$ cat src/rtl/button_pulse_conditioner.sv
`default_nettype none
// +--------------------------------------------------------------------------+
// | Module   : button_pulse_conditioner                                      |
// | Purpose  : Sync, debounce and pulse-shape up/down push-buttons, with     |
// |            optional hold-to-auto-repeat, for the BCD digit counter.      |
// | Revision : 1.0  initial release                                          |
// +--------------------------------------------------------------------------+
module button_pulse_conditioner #(
  parameter logic [15:0] DEBOUNCE_CYCLES = 16'd50000,
  parameter logic [23:0] HOLD_CYCLES     = 24'd5000000,
  parameter logic [23:0] REPEAT_CYCLES   = 24'd2500000,
  parameter bit          REPEAT_EN       = 1'b1
) (
  input  logic clk,
  input  logic rst,
  input  logic btnUp,
  input  logic btnDown,
  output logic triggerUp,
  output logic triggerDown,
  output logic upHeld,
  output logic downHeld
);

  localparam int c_debMax  = int'(DEBOUNCE_CYCLES);
  localparam int c_holdMax = int'(HOLD_CYCLES);
  localparam int c_repMax  = int'(REPEAT_CYCLES);
  localparam int c_debW    = $clog2(c_debMax + 1);
  localparam int c_tmrW    = $clog2(((c_holdMax > c_repMax) ? c_holdMax : c_repMax) + 1);

  localparam logic [c_debW-1:0] c_debTerm  = c_debW'(c_debMax - 1);
  localparam logic [c_tmrW-1:0] c_holdTerm = c_tmrW'(c_holdMax - 1);
  localparam logic [c_tmrW-1:0] c_repTerm  = c_tmrW'(c_repMax - 1);

  typedef enum logic [1:0] {
    S_IDLE   = 2'd0,
    S_HOLD   = 2'd1,
    S_REPEAT = 2'd2
  } state_t;

  // Channel 0 is up, channel 1 is down.
  logic [1:0] w_raw;
  logic [1:0] w_want;
  logic [1:0] w_level;
  logic [1:0] w_trig;
  logic       w_freeze;

  assign w_raw    = {btnDown, btnUp};
  assign w_freeze = w_level[0] & w_level[1];

  generate
    for (genvar i = 0; i < 2; i++) begin : g_chan
      logic              r_sync1;
      logic              r_sync2;
      logic              r_level;
      logic [c_debW-1:0] r_debCnt;
      logic [c_tmrW-1:0] r_tmr;
      logic [c_tmrW-1:0] w_tmrNext;
      state_t            r_state;
      state_t            w_stateNext;
      logic              w_wantOwn;
      logic              r_trig;
      logic              w_flip;
      logic              w_rise;
      logic              w_fall;

      // Press/release events fire on the same edge the debounced level flips,
      // so the trigger lands together with the new level.
      assign w_flip = (r_sync2 != r_level) && (r_debCnt == c_debTerm);
      assign w_rise = w_flip && r_sync2;
      assign w_fall = w_flip && !r_sync2;

      always_ff @(posedge clk or posedge rst) begin
        if (rst) begin
          r_sync1  <= 1'b0;
          r_sync2  <= 1'b0;
          r_level  <= 1'b0;
          r_debCnt <= '0;
          r_tmr    <= '0;
          r_state  <= S_IDLE;
          r_trig   <= 1'b0;
        end else begin
          r_sync1 <= w_raw[i];
          r_sync2 <= r_sync1;
          if (r_sync2 == r_level) begin
            r_debCnt <= '0;
          end else if (w_flip) begin
            r_debCnt <= '0;
            r_level  <= r_sync2;
          end else begin
            r_debCnt <= r_debCnt + 1'b1;
          end
          r_tmr   <= w_tmrNext;
          r_state <= w_stateNext;
          // Coincident pulses on both channels cancel each other.
          r_trig  <= w_want[i] & ~w_want[1-i] & ~r_trig;
        end
      end

      always_comb begin
        w_stateNext = r_state;
        w_tmrNext   = r_tmr;
        w_wantOwn   = 1'b0;
        case (r_state)
          S_IDLE: begin
            if (w_rise) begin
              w_wantOwn   = 1'b1;
              w_tmrNext   = '0;
              w_stateNext = S_HOLD;
            end
          end
          S_HOLD: begin
            if (w_fall) begin
              w_stateNext = S_IDLE;
            end else if (!w_freeze) begin
              if (r_tmr == c_holdTerm) begin
                if (REPEAT_EN) begin
                  w_wantOwn   = 1'b1;
                  w_tmrNext   = '0;
                  w_stateNext = S_REPEAT;
                end
              end else begin
                w_tmrNext = r_tmr + 1'b1;
              end
            end
          end
          S_REPEAT: begin
            if (w_fall) begin
              w_stateNext = S_IDLE;
            end else if (!w_freeze) begin
              if (r_tmr == c_repTerm) begin
                w_wantOwn = 1'b1;
                w_tmrNext = '0;
              end else begin
                w_tmrNext = r_tmr + 1'b1;
              end
            end
          end
          default: w_stateNext = S_IDLE;
        endcase
      end

      assign w_want[i]  = w_wantOwn;
      assign w_level[i] = r_level;
      assign w_trig[i]  = r_trig;
    end
  endgenerate

  assign triggerUp   = w_trig[0];
  assign triggerDown = w_trig[1];
  assign upHeld      = w_level[0];
  assign downHeld    = w_level[1];

endmodule
`default_nettype wire
$ cat config.mk
export PLATFORM = sky130hd
export DESIGN_NAME = button_pulse_conditioner
export DESIGN_NICKNAME = d
export VERILOG_FILES = /design/src/rtl/button_pulse_conditioner.sv
export SDC_FILE = /design/constraint.sdc
export NUM_CORES = 1
export LEC_CHECK = 0
export ABC_AREA = 0
export BUFFER_PORTS_ARGS = -buffer_cell sky130_fd_sc_hd__buf_2
export CAP_MARGIN = 25
export CORE_MARGIN = 2
export CORE_UTILIZATION = 50
export CTS_CLUSTER_DIAMETER = 120
export DETAILED_ROUTE_END_ITERATION = 8
export GPL_ROUTABILITY_DRIVEN = 0
export PLACE_DENSITY = 0.66
export SETUP_SLACK_MARGIN = 0.15
export SYNTH_ARGS = -nofsm -noshare
export SYNTH_HDL_FRONTEND = slang
export SYNTH_SLANG_ARGS = --single-unit
$ cat constraint.sdc
create_clock -name clk -period 3.9 [get_ports clk]
set_clock_uncertainty 0.2 [all_clocks]
set_input_delay 0.78 -clock clk [delete_from_list [all_inputs] [get_ports clk]]
set_output_delay 0.78 -clock clk [all_outputs]
set_load 0.01 [all_outputs]
==> flow_summary.yaml, run 1 <==
run_status:
  status: "finished, final reports clean"
place:
  port_buffers: 7
  pre_cts_slack_ns: 0.769
  place.detailed.hpwl_mm: 7.73
floorplanning:
  num_rows: 36
  die_height_microns: 104
  die_w_microns: 104
  initial_util: 0.516
  placeableCoreArea_sq_um: 9770
  num_io_pins: 8
  floorplan.die_area_sq_um: 10900
clock_network:
  postCtsSetupBuffers: 0
  worst_skew_pair.late_latency_ns: 0.37
  cts_tree: "built"
  clock_pin_slew_of_the_registers_on_the_worst_case_setup_and_hold_paths_ns: 0.09
  post_cts.resized_instances: 0
  cts-buffers-inserted: 9
  cts-htree-levels: 3
  cts_sinks: 90
  ctsRootBufferMaster: "clkbuf_8"
  hold_buffers: 0
  cts-root-to-sink-buffers: 2
critical_path:
  crit_path_start_kind: "flip-flop"
  setup.worst_path.end: "g_chan[0].r_tmr[9]"
  worst-r2r-cell-count: 6
  cp.arrival_ns: 3.20
  critPathRequiredTime_ns: 3.92
  peak_fanout_along_the_critical_path: 15
  r2r_setup_slack_ns: 0.72
  worstReg2RegStart: "g_chan[0].r_debCnt[12]"
  crit-reg2reg-capture: "g_chan[0].r_tmr[9]"
  critPathKind: "flip-flop to flip-flop"
  critPathLaunch: "g_chan[0].r_debCnt[12]"
  endpoint_kind: "flip-flop"
routing:
  routed_wirelength_mm: 11.0
  avgViaCountPerCell: 6.03
  drcViolationCount: 0
  drt-pass1-iter-count: 5
  wl_per_cell_microns: 16.0
  detail_route.iter0.violations: 176
  detailroute.via_count: 4141
  detail-route-antenna-nets: 0
final_layout:
  antenna_cells: 0
  fraction_of_final_layout_cells_sized_beyond_drive_strength_1: 0.0758
  synthToLayoutAreaGrowth_pct: 8.37
  finish.net_count: 565
yosys:
  synth-edff-count: 0
  synth_cell_type_count: 62
  synth.top_cell.area_share: 0.447
  syn-cell-area_sq_um: 5040
  synth_most_common_cell: "dfrtp_1"
  synth.largest_area_cell: "dfrtp_1"
  postSynthRegisterBits: 90
  ys.warnings.count: 0
  synth_top_cells_by_count: "dfrtp_1, nor2_1, nand2_1, nand3_1, o21ai_0"
  synth_fp_nets: 559
  seq_area_frac_synth: 0.447
  postSynth.asyncResetShare: 1.00
  synth-main-ff-cell: "dfrtp_1"
  syn_avg_cell_area_sq_um: 9.28
  yosys-top-cells-area: "dfrtp_1, nand3_1, nor2_1"
  synthesis.instances: 543
timing:
  min_period_over_period: 0.815
  tightest_pin_transition_ns: 0.996
  fin_ws_ns: 0.723
  maxSlewHeadroom: 0.336
  totalNegativeSetupSlack_ns: 0
  hold_violations: 0
  drv_slew: 0
  grt_setup_unrepaired: "false"
  maxClockFrequency_ghz: 0.315
  finalCriticalPeriod_ns: 3.18
  final-setup-viol-count: 0
global_route:
  grt-busiest-layer: "met2"
  largest_net_degree_at_the_start_of_global_routing: 44
  grt_pass1_vias: 4054
  use_met2: 0.338
  number_of_antenna_violations_at_the_first_check_in_global_routing: 0
  globalRoute.totalOverflow: 0
  grt_use_met3: 0.0313
  grt_util_met1: 0.288
  grt_usage: 0.216
  first_pass_grt_wire_length_mm: 19.1
flow_run:
  cap_violations: 0
power:
  pwr_density_cell_nw_per_um2: 327
  total_leakage_power_uw: 0.00226
  worst_ir_drop_vdd_mv: 0.200
hold_path:
  worst_hold_path_type: "flip-flop to flip-flop"
==> cell usage in the layout, fill, tap and decap left out, types with 12 or more instances in the layout <==
| master | netlist | layout |
|---|---|---|
| and3_1 | 19 | 19 |
| ha_1 | 12 | 12 |
| nor2_1 | 60 | 60 |
| nand4_1 | 13 | 13 |
| a22o_1 | 17 | 17 |
| o21ai_0 | 28 | 28 |
| nand3_1 | 46 | 46 |
| xor2_1 | 19 | 19 |
| inv_1 | 15 | 14 |
| dfrtp_1 | 90 | 90 |
| nand2_1 | 56 | 56 |
==> per-stage QoR <==
step	cell area, sq um	total power [uW]	std cells	util	hold slack [ns]
final	5460	1790	687	0.559	0.160
after detailed placement	5210	1010	671	0.533	0.137
after global placement	5210	1000	671	0.533	0.135
after global routing	5460	1850	687	0.559	0.171
after floorplan	5040	991	543	-	0.131
after CTS	5460	1800	687	0.559	0.158
==> state kept, by name, indices dropped and copies added, names as in the netlist <==
name and cells:
g_chan.r_debCnt 32, g_chan.r_sync1 2, triggerDown 1, g_chan.r_state 4, g_chan.r_tmr 46, upHeld 1, triggerUp 1, downHeld 1
g_chan.r_sync2 2
==> critical path, cell delays in order (launching register included) <==
cell and delay [ns]:
dfrtp_1 0.44, or4b_1 0.52, nor3_1 0.26, nand2_1 0.20
a211oi_2 0.53, nand2_2 0.32, o311ai_0 0.55
==> cell type report <==
| class | count | area (sq um) |
|---|---|---|
| Fill cell | 894 | 4310 |
| Multi-Input combinational cell | 420 | 2650 |
| Sequential cell | 90 | 2250 |
| Tap cell | 133 | 166 |
| Clock buffer | 12 | 155 |
| Clock inverter | 4 | 97.6 |
| Timing Repair Buffer | 13 | 80.1 |
| Inverter | 15 | 57.6 |
==> logic make-up after synthesis <==
logic type,count (synthesis),share of synthesized area
AOI/OAI and AO/OA,100,0.145
adders and majority gates,12,0.0298
buffers and inverters,33,0.0268
DFF,90,0.447
and+or+nand+nor,272,0.286
xor gates and xnor gates,30,0.0521
muxes,6,0.0129
==> per-layer routing <==
layer,vias up,part of all wire
met4,0,0.031
li1,2001,-
met2,92,0.48
met3,26,0.035
met5,-,0
met1,2022,0.46
==> how the worst min path moves through the flow <==
stage,slack [ns],to,depth (start not counted),from
after floorplan,0.13,g_chan[0].r_sync2,0,g_chan[0].r_sync1
after global placement,0.14,g_chan[0].r_sync2,0,g_chan[0].r_sync1
after detailed placement,0.14,g_chan[0].r_sync2,0,g_chan[0].r_sync1
after CTS,0.16,g_chan[0].r_sync2,0,g_chan[0].r_sync1
after global routing,0.17,g_chan[0].r_sync2,0,g_chan[0].r_sync1
final,0.16,g_chan[0].r_sync2,0,g_chan[0].r_sync1
==> power breakdown <==
part	internal, uW	total (uW)	switching (uW)
Clock	461	802	341
Sequential	939	946	6.75
Combinational	9.40	38.0	28.6
Total	1410	1790	376
Note: power is estimated with default switching activity, not from simulation.
==> run 2, diff against run 1 <==
Settings changed: ABC_AREA 0 to 1.
Clock period 3.9 ns to 3.25 ns, I/O delays scaled along.
==> run 2 against run 1 <==
Compared with the run above:
- die area is 29% higher
- clock power is 36% higher
- via count is 54% higher
- final cell count is 70% higher
- total power is 27% higher
- area after synthesis is 30% higher
- global-route usage is 3.3 points higher
- first-iteration DRC count grew to 4.0 times the previous value
- sequential power is 19% higher
- critical path type unchanged
==> flow_summary.yaml, run 2 <==
run_status:
  status: "finished, final reports clean"
timing:
  min_period_over_period: 0.819
  hold_slack_ns: 0.145
  maxSlewHeadroom: 0.536
  fin_ws_ns: 0.588
  finalCriticalPeriod_ns: 2.66
  maxClockFrequency_ghz: 0.376
  final-setup-viol-count: 0
  drv_slew: 0
  grt_setup_unrepaired: "false"
  tightest_pin_transition_ns: 0.690
  totalNegativeSetupSlack_ns: 0
  hold_violations: 0
routing:
  detailroute.via_count: 6370
  wl_per_cell_microns: 14.3
  routed_wirelength_mm: 16.7
  avgViaCountPerCell: 5.44
  detail_route.iter0.violations: 699
  met2RoutedLength_mm: 7.38
  dr_top_layer: "met4"
  drt-pass1-iter-count: 5
  drcViolationCount: 0
  routed-wl-met3_mm: 1.09
  wl_met1_mm: 8.02
  detail-route-antenna-nets: 0
power:
  pwr_density_cell_nw_per_um2: 325
  power_report.internal_total_uw: 1750
  combinationalPowerShare: 0.023
  total_leakage_power_uw: 0.00309
  share_seq_of_total_power: 0.499
  worst_ir_drop_vdd_mv: 0.383
  power.share.switching: 0.232
  clock_power_share: 0.478
  power_switching_uw: 527
hold_path:
  worst_hold_path_type: "flip-flop to flip-flop"
  hp-start: "g_chan[1].r_sync1"
yosys:
  synth_most_common_cell: "nand2_1"
  synth.top_cell.area_share: 0.344
  synth_cell_type_count: 43
  postSynth.asyncResetShare: 1.00
  yosys-top-cells-area: "dfrtp_1, nand2_1, nand3_1"
  syn-cell-area_sq_um: 6540
  synth_top_cells_by_count: "nand2_1, nand3_1, inv_1, nor2_1, dfrtp_1"
  synth.largest_area_cell: "dfrtp_1"
  synthesis.instances: 1000
  seq_area_frac_synth: 0.344
  postSynthRegisterBits: 90
  synth-main-ff-cell: "dfrtp_1"
  synth-edff-count: 0
  ys.warnings.count: 0
  syn_avg_cell_area_sq_um: 6.54
  synth_fp_nets: 1016
final_layout:
  mostFrequentLayoutCell: "nand2_1"
  filler_cell_count: 1300
  layout_common_cells: "nand2_1, nand3_1, nor2_1"
  fraction_of_final_layout_cells_sized_beyond_drive_strength_1: 0.0641
  synthToLayoutAreaGrowth_pct: 7.06
  finish.net_count: 1010
  layout_top_registers: "g_chan.r_tmr (46), g_chan.r_debCnt (32), g_chan.r_state (4)"
  layout.cell_area.non_filler_sq_um: 7000
  fin_cells: 1171
  largest_register_ffs: 46
  register_with_the_most_flip_flops: "g_chan.r_tmr"
  antenna_cells: 0
floorplanning:
  die_w_microns: 118
  placeableCoreArea_sq_um: 12700
  floorplan.die_area_sq_um: 14000
  die_height_microns: 118
  initial_util: 0.516
  num_io_pins: 8
  num_rows: 41
critical_path:
  critical_path_buf_inv_count: 2
  critPathKind: "flip-flop to flip-flop"
  critPathRequiredTime_ns: 3.31
  crit_chain: "ha_1, nand2_1, nor2_2, inv_2, nor2_1, nand3_1, nor2_1, nand3_1, nand3_1, nand2_1, inv_1, nor2_1"
  max_stage_delay_ns: 0.46
  peak_fanout_along_the_critical_path: 13
  cpMaxStageDelayCell: "dfrtp_1"
  endpoint_kind: "flip-flop"
  crit_path_start_kind: "flip-flop"
  cp_top_delay_family: "simple AND/OR/NAND/NOR gates"
  worstReg2RegStart: "g_chan[1].r_tmr[0]"
  cp.arrival_ns: 2.72
  critPathLaunch: "g_chan[1].r_tmr[0]"
clock_network:
  cts_sinks: 90
  clock_pin_slew_of_the_registers_on_the_worst_case_setup_and_hold_paths_ns: 0.07
  hold_buffers: 0
  worst_skew_pair.late_latency_ns: 0.36
  ctsRootBufferMaster: "clkbuf_16"
  cts-htree-levels: 3
  post_cts.resized_instances: 0
  cts-buffers-inserted: 9
  cts_tree: "built"
  cts-root-to-sink-buffers: 2
  postCtsSetupBuffers: 0
place:
  port_buffers: 7
  place.detailed.instances: 1155
  placed_cell_area_sq_um: 6700
  pre_cts_slack_ns: 0.610
  place.detailed.hpwl_mm: 12.0
global_route:
  globalRoute.totalOverflow: 0
  grt_usage: 0.249
  grt_pass1_vias: 5769
  number_of_antenna_violations_at_the_first_check_in_global_routing: 0
  largest_net_degree_at_the_start_of_global_routing: 91
  first_pass_grt_wire_length_mm: 28.5
flow_run:
  cap_violations: 0
[run 2: changes by cell type in the layout (fill, tap and decap cells not counted), moves of 17 or more]
cell,previous run,this run
a22o_1,17,0
inv_1,14,110
a21oi_1,8,33
nor2_1,60,111
nand3_1,46,144
nand4_1,13,50
o21ai_1,0,26
nand2_1,56,269
and3_1,19,1
[run 2: worst reg2reg max path, cell delays in order, from the launching register on]
cell and delay, ns:
dfrtp_1 0.46, ha_1 0.28, nand2_1 0.11, nor2_2 0.25, inv_2 0.12, nor2_1 0.13
nand3_1 0.46, nor2_1 0.23, nand3_1 0.09, nand3_1 0.08, nand2_1 0.07, inv_1 0.06
nor2_1 0.03
[run 2: metal layers]
| metal | global-route usage | up-vias |
|---|---|---|
| met5 | 0 | - |
| met1 | 0.358 | 2916 |
| met4 | 0.0587 | 0 |
| met2 | 0.383 | 181 |
| li1 | - | 3251 |
| met3 | 0.0536 | 22 |
[run 2: layout make-up]
cell class	instances	area, sq um	share of cell area
inverters	130	493	0.0704
clock buffers	10	229	0.0327
multi-input cells	748	3630	0.518
clock inverters	6	73.8	0.0105
well taps	172	215	0.0307
repair buffers	15	108	0.0154
flip-flops and latches	90	2250	0.322
[run 2: per-stage QoR]
stage,utilization,power (uW)
2_1_floorplan,-,1190
3_3_place_gp,0.529,1210
3_5_place_dp,0.529,1210
4_1_cts,0.552,2310
5_1_grt,0.552,2370
6_report,0.552,2270
[run 2: path summary, 6_finish.rpt]
check / endpoint / slack (ns) / cells after the start
setup reg to reg: triggerUp / 0.59 / 12
min in group asynchronous: g_chan[1].r_tmr[7] / 0.19 / 3
max in group asynchronous: g_chan[1].r_debCnt[15] / 2.24 / 3
hold / removal: g_chan[1].r_sync2 / 0.15 / 0
setup / recovery: triggerUp / 0.59 / 12
hold reg to reg: g_chan[1].r_sync2 / 0.15 / 0
[run 2: power groups by stage]
| stage | Clock, uW | Sequential, uW | Combinational (uW) |
|---|---|---|---|
| CTS | 1120 | 1130 | 55.3 |
| global route | 1170 | 1130 | 62.9 |
| detailed placement | 0 | 1160 | 55.4 |
| floorplan | 0 | 1150 | 37.5 |
| global placement | 0 | 1160 | 54.4 |
| finish | 1090 | 1130 | 52.2 |
[run 2: kinds of logic (layout without fill, tap and decap cells)]
logic type      count (synthesis)  in the layout  synth area share
compound gates                 90             90            0.0752
xor+xnor                       24             24            0.0321
fa+ha+maj                      12             12            0.0230
buf+inv                       162            161             0.100
flops                          90             90             0.344
simple gates                  622            622             0.425
